==> config.mk <==
export PLATFORM = sky130hd
export DESIGN_NAME = morse_char_queue_flat
export DESIGN_NICKNAME = d
export VERILOG_FILES = /design/src/rtl/morse_char_queue_if.sv /design/src/rtl/morse_char_queue.sv /design/src/flat_wrapper.sv
export SDC_FILE = /design/constraint.sdc
export NUM_CORES = 1
export LEC_CHECK = 0
export ABC_AREA = 1
export CAP_MARGIN = 10
export CORE_UTILIZATION = 46
export CTS_CLUSTER_SIZE = 28
export DETAILED_ROUTE_END_ITERATION = 7
export GPL_ROUTABILITY_DRIVEN = 0
export PLACE_DENSITY = 0.64
export SYNTH_ARGS = -nofsm -noshare
export SYNTH_HDL_FRONTEND = slang
export SYNTH_SLANG_ARGS = --single-unit
==> constraint.sdc <==
create_clock -name clk -period 2.32 [get_ports clk]
set_clock_uncertainty 0.2 [all_clocks]
set_input_delay 0.348 -clock clk [delete_from_list [all_inputs] [get_ports clk]]
set_output_delay 0.348 -clock clk [all_outputs]
set_load 0.02 [all_outputs]
==> src/rtl/morse_char_queue_if.sv <==
// Signal bundle between the key source, the character queue and the
// buzzer side. The queue itself connects through the slave modport;
// whatever drives keys and busy (top level or a bench) uses master.
interface morse_char_queue_if #(
    parameter int DEPTH = 8
);
    // Key source side
    logic [4:0]             key_code;
    logic                   key_valid;
    // Buzzer side
    logic                   buzzer_busy;
    logic [4:0]             char_out;
    logic                   start_out;
    // Queue status
    logic [$clog2(DEPTH):0] count;
    logic                   full;
    logic                   empty;
    logic                   overflow;
    logic                   code_err;

    modport master (
        output key_code,
        output key_valid,
        output buzzer_busy,
        input  char_out,
        input  start_out,
        input  count,
        input  full,
        input  empty,
        input  overflow,
        input  code_err
    );

    modport slave (
        input  key_code,
        input  key_valid,
        input  buzzer_busy,
        output char_out,
        output start_out,
        output count,
        output full,
        output empty,
        output overflow,
        output code_err
    );
endinterface

==> src/rtl/morse_char_queue.sv <==
// Morse character queue: buffers key codes from the button front end in a
// small FIFO and hands them to the encoder/buzzer one at a time. Each
// character gets a one-cycle start pulse, then the dispatcher waits for
// busy to rise and fall (or gives up waiting for the rise) and enforces a
// silent gap before the next character is launched.
module morse_char_queue #(
    parameter int DEPTH        = 8,        // power of two, 2..32
    parameter int GAP_CYCLES   = 2500000,  // >= 1
    parameter int BUSY_TIMEOUT = 4,        // >= 1
    parameter int MAX_CODE     = 11
) (
    input  logic              clk,
    input  logic              rst_n,
    morse_char_queue_if.slave bus
);
    localparam int PTR_W = $clog2(DEPTH);
    localparam int CNT_W = PTR_W + 1;
    localparam int GAP_W = (GAP_CYCLES > 1) ? $clog2(GAP_CYCLES) : 1;
    localparam int TO_W  = (BUSY_TIMEOUT > 1) ? $clog2(BUSY_TIMEOUT) : 1;

    localparam logic [CNT_W-1:0] CNT_FULL = CNT_W'(DEPTH);
    localparam logic [GAP_W-1:0] GAP_LAST = GAP_W'(GAP_CYCLES - 1);
    localparam logic [TO_W-1:0]  TO_LAST  = TO_W'(BUSY_TIMEOUT - 1);
    // One extra bit so MAX_CODE values up to 63 compare without truncation.
    localparam logic [5:0]       CODE_MAX = 6'(MAX_CODE);

    typedef enum logic [2:0] {
        ST_IDLE,
        ST_LAUNCH,
        ST_WAIT_BUSY,
        ST_WAIT_DONE,
        ST_GAP
    } state_t;

    // Storage: plain array, no reset, so it can map onto RAM. Flushing on
    // reset is done by clearing pointers and count, not the contents.
    logic [4:0] mem [DEPTH];

    // FIFO bookkeeping state
    logic             key_valid_q, key_valid_d;
    logic [PTR_W-1:0] wr_ptr_q,    wr_ptr_d;
    logic [PTR_W-1:0] rd_ptr_q,    rd_ptr_d;
    logic [CNT_W-1:0] count_q,     count_d;
    logic             overflow_q,  overflow_d;
    logic             code_err_q,  code_err_d;

    // Dispatcher state
    state_t           state_q,     state_d;
    logic [4:0]       char_q,      char_d;
    logic             start_q,     start_d;
    logic [TO_W-1:0]  to_cnt_q,    to_cnt_d;
    logic [GAP_W-1:0] gap_cnt_q,   gap_cnt_d;

    // Decoded push/pop events for this cycle
    logic push_edge;
    logic code_bad;
    logic empty_w;
    logic full_w;
    logic pop;
    logic push_ok;
    logic push_lost;

    // Classify this cycle's key activity and decide what the FIFO does.
    always_comb begin
        push_edge = bus.key_valid & ~key_valid_q;
        code_bad  = ({1'b0, bus.key_code} > CODE_MAX);
        empty_w   = (count_q == '0);
        full_w    = (count_q == CNT_FULL);
        // The dispatcher takes an entry only from IDLE.
        pop       = (state_q == ST_IDLE) & ~empty_w;
        // A pop in the same cycle frees the slot, so a push into a full
        // FIFO still succeeds when the dispatcher is draining it.
        push_ok   = push_edge & ~code_bad & (~full_w | pop);
        push_lost = push_edge & ~code_bad & full_w & ~pop;
    end

    // Next-state for pointers, occupancy and the status flags.
    always_comb begin
        key_valid_d = bus.key_valid;
        wr_ptr_d    = push_ok ? wr_ptr_q + 1'b1 : wr_ptr_q;
        rd_ptr_d    = pop     ? rd_ptr_q + 1'b1 : rd_ptr_q;
        count_d     = count_q;
        if (push_ok && !pop) begin
            count_d = count_q + 1'b1;
        end else if (!push_ok && pop) begin
            count_d = count_q - 1'b1;
        end
        overflow_d  = overflow_q | push_lost;
        code_err_d  = push_edge & code_bad;
    end

    // Dispatcher next-state: launch, wait for busy, wait for idle, gap.
    always_comb begin
        state_d   = state_q;
        char_d    = char_q;
        start_d   = 1'b0;
        to_cnt_d  = to_cnt_q;
        gap_cnt_d = gap_cnt_q;
        unique case (state_q)
            ST_IDLE: begin
                if (!empty_w) begin
                    char_d  = mem[rd_ptr_q];
                    start_d = 1'b1;
                    state_d = ST_LAUNCH;
                end
            end
            ST_LAUNCH: begin
                to_cnt_d = '0;
                state_d  = ST_WAIT_BUSY;
            end
            ST_WAIT_BUSY: begin
                if (bus.buzzer_busy) begin
                    state_d = ST_WAIT_DONE;
                end else if (to_cnt_q == TO_LAST) begin
                    // Busy never showed up; treat the character as done
                    // rather than hang the queue.
                    gap_cnt_d = '0;
                    state_d   = ST_GAP;
                end else begin
                    to_cnt_d = to_cnt_q + 1'b1;
                end
            end
            ST_WAIT_DONE: begin
                if (!bus.buzzer_busy) begin
                    gap_cnt_d = '0;
                    state_d   = ST_GAP;
                end
            end
            ST_GAP: begin
                // A late busy freezes the gap so silence is measured only
                // while the buzzer is actually quiet.
                if (!bus.buzzer_busy) begin
                    if (gap_cnt_q == GAP_LAST) begin
                        state_d = ST_IDLE;
                    end else begin
                        gap_cnt_d = gap_cnt_q + 1'b1;
                    end
                end
            end
            default: begin
                state_d = ST_IDLE;
            end
        endcase
    end

    // FIFO storage write; read-before-write keeps a full push+pop safe
    // because the dispatcher samples the old entry in the same cycle.
    always_ff @(posedge clk) begin
        if (push_ok) begin
            mem[wr_ptr_q] <= bus.key_code;
        end
    end

    // FIFO bookkeeping registers.
    always_ff @(posedge clk or negedge rst_n) begin
        if (!rst_n) begin
            key_valid_q <= 1'b0;
            wr_ptr_q    <= '0;
            rd_ptr_q    <= '0;
            count_q     <= '0;
            overflow_q  <= 1'b0;
            code_err_q  <= 1'b0;
        end else begin
            key_valid_q <= key_valid_d;
            wr_ptr_q    <= wr_ptr_d;
            rd_ptr_q    <= rd_ptr_d;
            count_q     <= count_d;
            overflow_q  <= overflow_d;
            code_err_q  <= code_err_d;
        end
    end

    // Dispatcher registers, including the registered char/start outputs.
    always_ff @(posedge clk or negedge rst_n) begin
        if (!rst_n) begin
            state_q   <= ST_IDLE;
            char_q    <= '0;
            start_q   <= 1'b0;
            to_cnt_q  <= '0;
            gap_cnt_q <= '0;
        end else begin
            state_q   <= state_d;
            char_q    <= char_d;
            start_q   <= start_d;
            to_cnt_q  <= to_cnt_d;
            gap_cnt_q <= gap_cnt_d;
        end
    end

    assign bus.char_out  = char_q;
    assign bus.start_out = start_q;
    assign bus.count     = count_q;
    assign bus.full      = (count_q == CNT_FULL);
    assign bus.empty     = (count_q == '0);
    assign bus.overflow  = overflow_q;
    assign bus.code_err  = code_err_q;

endmodule

==> src/flat_wrapper.sv <==
// flat-port wrapper written by rule: the top's interface ports become plain ports
module morse_char_queue_flat 
#(
    parameter int DEPTH        = 8,                              
    parameter int GAP_CYCLES   = 2500000,         
    parameter int BUSY_TIMEOUT = 4,               
    parameter int MAX_CODE     = 11
)
  (clk, rst_n, bus_key_code, bus_key_valid, bus_buzzer_busy, bus_char_out, bus_start_out, bus_count, bus_full, bus_empty, bus_overflow, bus_code_err);
  morse_char_queue_if #(.DEPTH(DEPTH)) bus_i ();
  input  logic clk;
  input  logic rst_n;
  input wire logic [$bits(bus_i.key_code)-1:0] bus_key_code;
  input wire logic [$bits(bus_i.key_valid)-1:0] bus_key_valid;
  input wire logic [$bits(bus_i.buzzer_busy)-1:0] bus_buzzer_busy;
  output wire logic [$bits(bus_i.char_out)-1:0] bus_char_out;
  output wire logic [$bits(bus_i.start_out)-1:0] bus_start_out;
  output wire logic [$bits(bus_i.count)-1:0] bus_count;
  output wire logic [$bits(bus_i.full)-1:0] bus_full;
  output wire logic [$bits(bus_i.empty)-1:0] bus_empty;
  output wire logic [$bits(bus_i.overflow)-1:0] bus_overflow;
  output wire logic [$bits(bus_i.code_err)-1:0] bus_code_err;
  assign bus_i.key_code = bus_key_code;
  assign bus_i.key_valid = bus_key_valid;
  assign bus_i.buzzer_busy = bus_buzzer_busy;
  assign bus_char_out = bus_i.char_out;
  assign bus_start_out = bus_i.start_out;
  assign bus_count = bus_i.count;
  assign bus_full = bus_i.full;
  assign bus_empty = bus_i.empty;
  assign bus_overflow = bus_i.overflow;
  assign bus_code_err = bus_i.code_err;
  morse_char_queue #(.DEPTH(DEPTH), .GAP_CYCLES(GAP_CYCLES), .BUSY_TIMEOUT(BUSY_TIMEOUT), .MAX_CODE(MAX_CODE)) u_core (.clk(clk), .rst_n(rst_n), .bus(bus_i));
endmodule
==> results.sh <==
export IMPL_status="finished, final reports clean"
export IMPL_crit_arrival_ns=2.24
export IMPL_cp_required_ns=2.37
export IMPL_ys_flop_type="dfrtp_1"
export IMPL_synth_area_um2=4260
export IMPL_synth_area_leaders="edfxtp_1, dfrtp_1, nand2_1"
export IMPL_ant_nets=0
export IMPL_yosysWarnings=0
export IMPL_min_period_over_period=0.944
export IMPL_worstSetupEndpointType="flop"
export IMPL_die_w_um=98.2
export IMPL_cts_tree="done"
export IMPL_grt_total_usage=0.189
export IMPL_fmax_ghz=0.456
export IMPL_synth_most_common_cell="nand2_1"
export IMPL_synth_cell_types=34
export IMPL_synth_edf_count=40
export IMPL_antenna_found_initial=0
export IMPL_final_setup_viol_count=0
export IMPL_clk_pin_slew_ns=0.09
export IMPL_hold_viol=0
export IMPL_clock_latency_ns=0.35
export IMPL_cts_buffers=9
export IMPL_num_vias=3162
export IMPL_p_leak_nw=2.04
export IMPL_postLayoutCoreUtil=0.562
export IMPL_diodes=0
export IMPL_dp_cells=597
export IMPL_die_h_um=98.2
export IMPL_cts_sinks=86
export IMPL_synthArstFlopShare=0.535
export IMPL_cts_root_buf="clkbuf_8"
export IMPL_syn_inst=454
export IMPL_rows=34
export IMPL_die_area_um2=9650
export IMPL_ys_ff_latch=86
export IMPL_cap_violations=0
export IMPL_drtIter0Drc=156
export IMPL_ios=23
export IMPL_maxSlewViolCount=0
export IMPL_syn_avg_cell_area_um2=9.38
export IMPL_drt_pass1_iter_count=6
export IMPL_fin_cells=614
export IMPL_ir_worst_vdd_uv=771
export IMPL_period_needed_ns=2.19
export IMPL_grt_pass1_wl_mm=14.4
export IMPL_grt_max_degree=47
export IMPL_critPathLaunchType="flop"
export IMPL_core_um2=8850
export IMPL_hold_ws_ns=0.228
export IMPL_post_place_ws_ns=-0.244
export IMPL_dp_hpwl_mm=5.94
export IMPL_relSlewSlack=0.579
export IMPL_grt_pass1_vias=3116
export IMPL_synth_top_area_cell="edfxtp_1"
export IMPL_gr_total_overflow=0
export IMPL_drc_errors=0
export IMPL_h_tree_depth=3
export IMPL_worstMarginPinSlew_ns=0.632
export IMPL_finalNetCount=518
export IMPL_path_max_fanout=4
export IMPL_synth_top_area_frac=0.282
export IMPL_layout_drive_gt1_share=0.166
export IMPL_synth_common_cells="nand2_1, nor2_1, dfrtp_1, edfxtp_1, inv_1"
export IMPL_wl_per_cell_um=13.6
export IMPL_via_per_inst=5.15
export IMPL_area_growth_synth_to_final_pct=16.6
export IMPL_cts_buffer_depth=2
export IMPL_portBuffers=22
export IMPL_rsz0062_at_grt="false"
export IMPL_synth_nets=471
export IMPL_start_util=0.481
export IMPL_cts_setup_buffers=0
export IMPL_routed_wl_mm=8.32
export IMPL_setup_tns_ns=0
export IMPL_hold_path_class="reg2reg"
export IMPL_yosysSeqAreaShare=0.552
export IMPL_powerDensity_nw_per_um2=1010
export IMPL_fin_ws_ns=0.129
export IMPL_path_class="reg2reg"
==> layer usage <==
| layer | vias to the layer above | global-route usage | part of all wire |
|---|---|---|---|
| met1 | 1504 | 0.256 | 0.49 |
| met3 | 5 | 0.0344 | 0.031 |
| li1 | 1607 | - | - |
| met5 | - | 0 | 0 |
| met2 | 46 | 0.306 | 0.47 |
| met4 | 0 | 0.0712 | 0.0090 |
==> what timing repair did <==
action | CTS | global route
pin swaps | 0 | 3
setup endpoints to repair | 1 | 3
cloned | 0 | 0
hold endpoints to repair | 46 | 0
hold buffers | 1 | 0
resized for setup | 1 | 4
==> logic make-up after synthesis <==
group / count (synthesis) / synth area share
AND/OR/NAND/NOR: 227 / 0.238
multiplexers: 2 / 0.00499
XOR/XNOR: 18 / 0.0370
AO/OA/AOI/OAI: 64 / 0.0934
buffers and inverters: 49 / 0.0487
flip-flops: 86 / 0.552
adder cells (fa/ha/maj): 8 / 0.0253
==> worst max-delay path, cell delays in order (launching register included) <==
cell and delay [ns]:
dfrtp_2 0.43, nor2_4 0.12, nand2_2 0.07, nor2_4 0.13, nand2_2 0.07, nand3_2 0.08, inv_2 0.05, ha_4 0.15
inv_4 0.07, ha_4 0.21, a21oi_2 0.11, nand2_1 0.07, a21oi_1 0.12, o21ai_1 0.09, xnor2_1 0.12
==> through the flow <==
step	power, mW	instance area, um2
floorplan	3.46	4310
global placement	4.03	4770
detailed placement	4.10	4770
CTS	5.06	4960
global route	5.36	4970
finish	5.00	4970
==> area by class of cell <==
class | count | area, um2
Multi-Input combinational cell | 319 | 1750
Sequential cell | 86 | 2360
Clock buffer | 10 | 128
Inverter | 39 | 149
Tap cell | 108 | 135
Clock inverter | 6 | 43.8
Fill cell | 804 | 3880
Timing Repair Buffer | 46 | 403
==> layout by cell type, fill, tap and decap left out, drive strengths merged, types with 3 or more instances in the layout <==
cell type and n:
nand4 6, o21ai 42, nand3 37, or2 3, edfxtp 40, xnor2 9, buf 24, nand2 105
nor2 69, o211ai 10, clkdlybuf4s50 19, o22ai 5, ha 7, a21oi 5, clkbuf 10, inv 41
nor3 7, dfrtp 46, xor2 9
==> registers in the layout, indices dropped and copies added (netlist names) <==
name / cells
u_core.wr_ptr_q: 3
u_core.mem: 40
u_core.key_valid_q: 1
u_core.bus.overflow: 1
u_core.bus.start_out: 1
u_core.rd_ptr_q: 3
u_core.state_q: 3
u_core.bus.char_out: 5
u_core.gap_cnt_q: 22
u_core.bus.count: 4
u_core.to_cnt_q: 2
u_core.bus.code_err: 1
==> worst paths after layout <==
| kind | slack, ns | depth (start not counted) | to | start |
|---|---|---|---|---|
| min | 0.23 | 1 | u_core.bus.code_err | u_core.key_valid_q |
| max reg2reg | 0.13 | 14 | u_core.bus.count[3] | u_core.bus.count[0] |
| min in group asynchronous | 0.41 | 3 | u_core.bus.start_out | rst_n |
| max in group asynchronous | 1.05 | 3 | u_core.bus.count[2] | rst_n |
| min reg2reg | 0.23 | 1 | u_core.bus.code_err | u_core.key_valid_q |
| max | 0.13 | 14 | u_core.bus.count[3] | u_core.bus.count[0] |
==> power breakdown <==
part / internal, mW / switching [mW] / total [mW] / leakage (nW)
sequential: 1.83 / 0.243 / 2.07 / 0.960
clock: 0.396 / 0.543 / 0.938 / 0.0836
combinational: 0.832 / 1.16 / 1.99 / 0.993
Power figures use the tool's default switching activity.
